[src/rtl/mult_pkg.sv]
// Shared types for the Booth multiply sequencer: FSM states, Booth step opcodes, default width.
package mult_pkg;

    localparam int unsigned WIDTH_DEF = 32;

    typedef enum logic [1:0] {
        IDLE = 2'd0,
        INIT = 2'd1,
        ITER = 2'd2,
        DONE = 2'd3
    } state_e;

    typedef enum logic [1:0] {
        NOP = 2'd0,
        ADD = 2'd1,
        SUB = 2'd2
    } booth_op_e;

    // Radix-2 Booth recoding of {current LSB, previous LSB}.
    function automatic booth_op_e booth_decode(input logic q0, input logic q_prev);
        case ({q0, q_prev})
            2'b01:   return ADD;
            2'b10:   return SUB;
            default: return NOP;
        endcase
    endfunction

endpackage

[src/rtl/mult_sequencer_booth_step.sv]
// One radix-2 Booth iteration: add/subtract multiplicand into the upper half, then arithmetic shift right.
module booth_step
    import mult_pkg::*;
#(
    parameter int unsigned WIDTH = WIDTH_DEF
) (
    input  logic [2*WIDTH-1:0] product_q,
    input  logic               q_prev,
    input  logic [WIDTH-1:0]   mcand,
    output logic [2*WIDTH-1:0] product_d
);

    logic [WIDTH:0] upper_ext;
    logic [WIDTH:0] mcand_ext;
    logic [WIDTH:0] upper_sum;

    // One guard bit keeps the most-negative multiplicand from wrapping.
    always_comb begin
        upper_ext = {product_q[2*WIDTH-1], product_q[2*WIDTH-1:WIDTH]};
        mcand_ext = {mcand[WIDTH-1], mcand};
        case (booth_decode(product_q[0], q_prev))
            ADD:     upper_sum = upper_ext + mcand_ext;
            SUB:     upper_sum = upper_ext - mcand_ext;
            default: upper_sum = upper_ext;
        endcase
        product_d = {upper_sum, product_q[WIDTH-1:1]};
    end

endmodule

[src/rtl/mult_sequencer.sv]
// Multi-cycle signed Booth multiplier controller driving an external 2*WIDTH product register.
// Optional overflow flag enabled by defining MULT_OVF_CHECK_EN.
module mult_sequencer
    import mult_pkg::*;
#(
    parameter int unsigned WIDTH = WIDTH_DEF,
    parameter int unsigned CNT_W = $clog2(WIDTH)
) (
    input  logic               clk,
    input  logic               res,
    input  logic               ctrl_mult,
    input  logic               abort,
    input  logic [WIDTH-1:0]   op_a,
    input  logic [WIDTH-1:0]   op_b,
    input  logic [2*WIDTH-1:0] product_q,
    output logic [2*WIDTH-1:0] product_d,
    output logic               product_we,
    output logic               product_res,
    output logic               busy,
    output logic               result_rdy,
    output logic [WIDTH-1:0]   result,
    output logic               result_ovf
);

    localparam int unsigned PW = 2 * WIDTH;

    state_e           state_q, state_d;
    logic [CNT_W-1:0] cnt_q, cnt_d;
    logic             q_prev_q, q_prev_d;
    logic [WIDTH-1:0] mcand_q, mcand_d;
    logic [PW-1:0]    load_q, load_d;
    logic             busy_q, busy_d;
    logic             result_rdy_q, result_rdy_d;
    logic             product_we_q, product_we_d;
    logic             product_res_q, product_res_d;
    logic [WIDTH-1:0] result_q, result_d;
    logic [PW-1:0]    booth_nxt;
    logic             last_iter_c;
    logic             in_flight_c;

    booth_step #(.WIDTH(WIDTH)) u_booth_step (
        .product_q (product_q),
        .q_prev    (q_prev_q),
        .mcand     (mcand_q),
        .product_d (booth_nxt)
    );

    assign last_iter_c = (cnt_q == CNT_W'(WIDTH - 1));
    assign in_flight_c = (state_q == INIT) || (state_q == ITER);

    always_comb begin
        state_d       = state_q;
        cnt_d         = cnt_q;
        q_prev_d      = q_prev_q;
        mcand_d       = mcand_q;
        load_d        = load_q;
        result_d      = result_q;

        case (state_q)
            IDLE: if (ctrl_mult) state_d = INIT;
            INIT: state_d = ITER;
            ITER: begin
                q_prev_d = product_q[0];
                cnt_d    = cnt_q + CNT_W'(1);
                if (last_iter_c) state_d = DONE;
            end
            DONE:    state_d = ctrl_mult ? INIT : IDLE;
            default: state_d = IDLE;
        endcase

        // Abort overrides any start or completion in the same cycle.
        if (abort) state_d = IDLE;

        if (state_d == INIT) begin
            mcand_d  = op_a;
            load_d   = {WIDTH'(0), op_b};
            q_prev_d = 1'b0;
            cnt_d    = '0;
        end
        if (state_d == DONE) result_d = booth_nxt[WIDTH-1:0];

        busy_d        = (state_d == INIT) || (state_d == ITER);
        product_we_d  = busy_d;
        result_rdy_d  = (state_d == DONE);
        product_res_d = abort && in_flight_c;
    end

    always_ff @(posedge clk) begin
        if (res) begin
            state_q       <= IDLE;
            cnt_q         <= '0;
            q_prev_q      <= 1'b0;
            mcand_q       <= '0;
            load_q        <= '0;
            busy_q        <= 1'b0;
            result_rdy_q  <= 1'b0;
            product_we_q  <= 1'b0;
            product_res_q <= 1'b1;
            result_q      <= '0;
        end else begin
            state_q       <= state_d;
            cnt_q         <= cnt_d;
            q_prev_q      <= q_prev_d;
            mcand_q       <= mcand_d;
            load_q        <= load_d;
            busy_q        <= busy_d;
            result_rdy_q  <= result_rdy_d;
            product_we_q  <= product_we_d;
            product_res_q <= product_res_d;
            result_q      <= result_d;
        end
    end

`ifdef MULT_OVF_CHECK_EN
    logic result_ovf_q, result_ovf_d;

    // Fits in WIDTH signed bits only if the top WIDTH+1 bits are all equal.
    always_comb begin
        result_ovf_d = result_ovf_q;
        if (state_d == DONE)
            result_ovf_d = ~(&booth_nxt[PW-1:WIDTH-1] | ~|booth_nxt[PW-1:WIDTH-1]);
    end

    always_ff @(posedge clk) begin
        if (res) result_ovf_q <= 1'b0;
        else     result_ovf_q <= result_ovf_d;
    end

    assign result_ovf = result_ovf_q;
`else
    assign result_ovf = 1'b0;
`endif

    // Load value is held through INIT; the Booth step feeds the register during ITER.
    assign product_d   = (state_q == ITER) ? booth_nxt : load_q;
    assign product_we  = product_we_q;
    assign product_res = product_res_q;
    assign busy        = busy_q;
    assign result_rdy  = result_rdy_q;
    assign result      = result_q;

endmodule

[config.mk]
export PLATFORM = sky130hd
export DESIGN_NAME = mult_sequencer
export DESIGN_NICKNAME = d
export VERILOG_FILES = /design/src/rtl/mult_pkg.sv /design/src/rtl/mult_sequencer_booth_step.sv /design/src/rtl/mult_sequencer.sv
export SDC_FILE = /design/constraint.sdc
export NUM_CORES = 1
export LEC_CHECK = 0
export CAP_MARGIN = 20
export CORE_MARGIN = 4
export CORE_UTILIZATION = 49
export DETAILED_ROUTE_END_ITERATION = 10
export MAX_ROUTING_LAYER = met4
export PLACE_DENSITY = 0.83
export SYNTH_ARGS = -nofsm -noshare
export SYNTH_HDL_FRONTEND = slang
export SYNTH_HIERARCHICAL = 1
export SYNTH_SLANG_ARGS = --single-unit
[constraint.sdc]
create_clock -name clk -period 7 [get_ports clk]
set_clock_uncertainty 0.15 [all_clocks]
set_input_delay 1.4 -clock clk [delete_from_list [all_inputs] [get_ports clk]]
set_output_delay 1.4 -clock clk [all_outputs]
set_load 0.02 [all_outputs]
; ---- Word level (Yosys, flattened, before mapping)
; Index checks and enable logic that the tools add are counted.
[word_totals]
reg_bits = 107
[classes]
muxes = 8
addsub = 3
n_eq_ne = 11
n_reduce_logical = 5
[ops]
columns = cell, count
row1 = 33-bit one-hot mux with 2 select lines, 1
row2 = 64-bit two-way mux, 1
row3 = 32-bit by 32-bit adder with 33-bit output, 1
row4 = 32-bit by 32-bit subtractor with 33-bit output, 1
row5 = 2-bit equality test (second input constant), 6
row6 = 2-bit by 1-bit equality test with 1-bit output (second input constant), 4
row7 = 2-bit one-hot mux with 4 select lines, 1
row8 = 2-bit two-way mux, 3
row9 = 5-bit by 1-bit adder with 5-bit output (second input constant), 1
row10 = 5-bit equality test (second input constant), 1
row11 = 2-bit one-hot mux with 2 select lines, 1
row12 = 2-bit zero test, 1
row13 = 1-bit logical OR, 2
row14 = 2-bit OR reduction, 1
row15 = 1-bit logical AND, 1
row16 = 1-bit two-way mux, 1

; ---- Logic depth before layout (Yosys ltp)
[depth]
word_depth = 6
ltp_mapped = 17
depth_no_buf = 16

; ---- Cells and area by module
; The synthesis kept the hierarchy.
[modules_own_cells]
columns = module, seq_area_each_um2, area_each_um2, cells_each, n_inst
row1 = mult_sequencer, 2142.1, 4579.4, 435, 1
row2 = booth_step, 0.0, 3250.6, 495, 1

; ---- Worst setup path after synthesis
; No wires, ideal clock.
[synth_path]
path_kind = input port to output port
start = input product_q[0]
end = output product_d[56]
arrival_ps = 4694
required_time_ps = 5450
path_stages = 13
path_slack_ps = 756
n_path_buf = 2
path_cell_list = ha_1 > buf_6 > clkbuf_1 > mux2i_1 > ha_1 > nor2b_1 > o31a_1 > o31a_1 > a2111oi_0 > nor3_1 > o2111a_1 > a221oi_1 > and2_1
[synth_via]
elab_chain_cells = 5
word_cells_on_any_way = 7
[synth_lines]
columns = element, line
row1 = from (decl), mult_sequencer.sv:15  ; input logic [2*WIDTH-1:0] product_q,
row2 = 2-bit equality test / 2-bit by 1-bit equality test with 1-bit output (equally long branches), mult_pkg.sv:21  ; case ({q0, q_prev})
row3 = 2-bit one-hot mux with 2 select lines *, mult_pkg.sv:21
row4 = 2-bit equality test / 2-bit by 1-bit equality test with 1-bit output (equally long branches), mult_sequencer_booth_step.sv:21  ; case (booth_decode(product_q[0], q_prev))
row5 = 33-bit one-hot mux with 2 select lines *, mult_sequencer_booth_step.sv:21
row6 = named net booth_nxt[56], mult_sequencer.sv:37  ; logic [PW-1:0] booth_nxt;
row7 = 64-bit two-way mux *, mult_sequencer.sv:135  ; assign product_d = (state_q == ITER) ? booth_nxt : load_q;
row8 = to (decl), mult_sequencer.sv:16  ; output logic [2*WIDTH-1:0] product_d,
; The timed path passes the listed nets; every way through them passes the cells marked *.

; ---- Final worst setup path
[layout_path]
start = input product_q[0]
end = output product_d[52]
; Same word-level chain as after synthesis.

==> flow_summary_export.csv <==
group,metric,value,unit
sta,finalSetupViolations,0,
clock_tree,root_buffer,"clkbuf_16",
sta,final_hold_viol_count,0,
global_routing,grt_max_degree,105,
global_routing,grt_usage,23.41,%
logic_synthesis,synth_edf_count,0,
floorplanning,initial_core_util,50.75,%
sta,relSlewSlack,29.38,%
layout,drive_above_1_share,9.196,%
clock_tree,cts_made_buffers,9,
logic_synthesis,syn_area,7830,sq um
setup_path,critPathMaxStageDelay,590,ps
power_and_ir_drop,p_leak,4.080,nW
logic_synthesis,synth_cell_types,69,
sta,setup_slack,177.4,ps
layout,fin_util,67.32,%
setup_path,ff2ff_path_depth,8,
floorplanning,dieHeight,134.4,um
setup_path,path_delay_family,"buffers and inverters",
logic_synthesis,synthCells,930,
clock_tree,htreeDepth,3,
setup_path,crit_chain,"clkdlybuf4s50_1, ha_4, mux2i_2, ha_1, nor2b_1, o31a_1, o31a_1, a2111oi_1, buf_4, or3_1, a21boi_1, o31ai_1, and2_1, clkdlybuf4s50_1",
layout,syn2layout_area_growth,32.65,%
floorplanning,core_area,15430,sq um
setup_path,required,5450,ps
logic_synthesis,ys_seq_elements,107,
setup_path,worst_setup_path_start_kind,"input pin",
floorplanning,rows,45,
routing,wire_per_inst,15.89,um
global_routing,antenna_found_initial,1,
layout,nets,1291,
placed_design,port_buffers,231,
routing,drt_iter0_drc,438,
layout,fin_area,10390,sq um
hold_path,min_path_type,"reg2reg",
sta,max_freq,0.1466,GHz
setup_path,crit_type,"in2out",
setup_path,reg2reg_slack,2850,ps
hold_path,worstHoldStart,"load_q[29]",
sta,min_period_over_period,97.47,%
floorplanning,die_w,134.4,um
setup_path,startpoint,"product_q[0]",
clock_tree,clock-sinks,107,
setup_path,arrival,5270,ps
logic_synthesis,syn_area_per_cell,8.419,sq um
routing,wl,21160,um
run_status,status,"finished clean",
setup_path,crit_slowest_cell,"clkdlybuf4s50_1",
logic_synthesis,synth_ff_type,"dfxtp_1",
power_and_ir_drop,switching_share,35.43,%
power_and_ir_drop,ir_drop,133.2,uV
setup_path,worstPathMaxFanout,14,
setup_path,worst-path-buf-inv,3,
routing,dr.pass1.iters,5,
routing,wl_met2,9754,um
power_and_ir_drop,p_int,1.323,mW
hold_path,min_path_cells,2,
clock_tree,clk_pin_slew_worst_paths,70,ps
setup_path,timing.rr.end,"load_q[13]",
floorplanning,die_area,18070,sq um
logic_synthesis,synth_nets,1105,
logic_synthesis,ys_seq_area_share,27.36,%
placed_design,place_congestion,0.9790,
global_routing,gr-total-overflow,0,
power_and_ir_drop,combinationalPowerShare,45.4,%
global_routing,grt_pass1_wl,33960,um
placed_design,hpwlAfterDp,16220,um
floorplanning,io_pins,233,
routing,wl_met3,1671,um
placed_design,preCtsSetupSlack,-48.17,ps
logic_synthesis,ys.warnings.count,6,
logic_synthesis,ys_async_sr_fraction,0,%
clock_tree,cts_tree,"done",
routing,post-route-drc-count,0,
sta,setup_tns,0,ps
clock_tree,clock_latency,330,ps
routing,ant_nets,0,
sta,period_needed,6823,ps
setup_path,r2r_start,"state_q[0]",
routing,wl_met1,9465,um
placed_design,dpl_cell_area,10040,sq um
setup_path,end_kind,"primary output",
clock_tree,cts.path.max_buffers,2,
global_routing,grt_pass1_vias,6955,
routing,routed.top_layer,"met4",
sta,tightest_slew,1059,ps
power_and_ir_drop,p_sw,0.7259,mW
power_and_ir_drop,pwr-share-seq,32.5,%
power_and_ir_drop,pwr-share-clk,22.1,%
flow_run,drv_cap,0,
sta,final-max-slew-violation-count,0,
routing,viasPerCell,5.349,
routing,vias,7125,
power_and_ir_drop,power_per_cell_area,197.3,nW/um^2
hold_path,min_to,"load_q[29]",
## power by group through the flow
stage / Combinational [mW] / Sequential (mW) / Clock, mW
after floorplan: 0.637 / 0.676 / 0
after global placement: 0.897 / 0.678 / 0
after detailed placement: 0.906 / 0.679 / 0
after CTS: 0.912 / 0.665 / 0.463
after global routing: 1.02 / 0.670 / 0.487
final: 0.929 / 0.666 / 0.453
## state kept, by name, indices dropped and copies added (netlist names)
signal,cells
cnt_q,5
load_q,32
mcand_q,32
product_res,1
product_we,1
q_prev_q,1
result,32
result_rdy,1
state_q,2
## Yosys cell counts (9+ instances only)
master	number	area [sq um]
ha_1	42	525.5
dfxtp_1	107	2142
a21oi_1	41	205.2
nand2_1	50	187.7
o21a_1	9	67.56
inv_1	25	93.84
a31oi_1	9	56.30
mux2i_1	103	1031
buf_2	12	60.06
a21o_1	19	142.6
and2_1	37	231.5
nand3_1	11	55.05
buf_4	44	330.3
nor2_1	148	555.5
mux2_2	34	382.9
xor2_1	9	78.83
xnor2_1	38	332.8
o21ai_1	27	135.1
clkbuf_1	22	82.58
nor3_1	23	115.1
## stage by stage
stage                     std cells  hold slack (ps)  power (mW)
after floorplan                 930            306.1       1.314
after global placement         1313            318.2       1.575
after detailed placement       1313            329.0       1.585
after CTS                      1328            349.1       2.041
after global routing           1332            369.6       2.177
final                          1332            344.6       2.049
## placed cells by master (no fill, tap or decap), drive strengths merged, types with 5 or more instances in the layout
master,Yosys,layout
nor3b,5,5
xor2,9,9
o31ai,6,6
inv,25,25
nor2b,5,5
o21ai,36,36
and3,8,8
a21oi,42,42
o211ai,5,5
dfxtp,107,107
o21a,9,9
nand4,8,8
mux2,34,34
buf,63,30
nor3,25,25
a21o,19,19
clkbuf,22,10
a31oi,9,9
clkdlybuf4s50,0,227
and2,37,37
nand3,12,12
mux2i,103,103
nor4,6,6
nand2,50,50
a211oi,8,8
xnor2,38,38
ha,42,42
nor2,148,148
## final cells by class
cell class,instances,area [sq um]
multi-input cells,713,5069
diodes,1,2.502
inverters,25,93.84
repair buffers,260,2555
well taps,211,264.0
flip-flops and latches,107,2142
clock buffers,10,229.0
fillers,1286,5041
clock inverters,5,31.28
## worst min-delay path: stages (launching register included)
cell     delay [ps]
dfxtp_1         330
mux2i_1          60
nor2_1           70
## cells by family after synthesis
family / after synthesis / share of synthesized area, %
AND/OR/NAND/NOR: 318 / 19.35
AO/OA/AOI/OAI: 166 / 14.09
multiplexers: 138 / 18.34
buffers and inverters: 110 / 8.581
flip-flops: 107 / 27.36
XOR/XNOR: 47 / 5.257
adder cells (fa/ha/maj): 43 / 6.967
other: 1 / 0.04789
## routing by layer
layer | up-vias | track usage [%]
met4 | 0 | 4.468
met3 | 18 | 5.326
met2 | 263 | 37.91
met5 | - | -
met1 | 3252 | 30.30
li1 | 3592 | -
## how the worst max path moves through the flow
| stage | slack [ps] | cells past startpoint | to |
|---|---|---|---|
| CTS | 30 | 14 | product_d[56] |
| finish | 180 | 14 | product_d[52] |
| detailed placement | -50 | 14 | product_d[56] |
| floorplan | 760 | 13 | product_d[56] |
| global placement | -50 | 14 | product_d[56] |
| global route | -40 | 14 | product_d[52] |
## timing repair
action / CTS / global route
hold endpoints to repair: 0 / 0
pin swaps: 0 / 1
buffers inserted: 0 / 2
resized for setup: 1 / 9
endpoints found under the setup margin: 1 / 13
hold buffers: 0 / 0
Power figures use the tool's default switching activity.
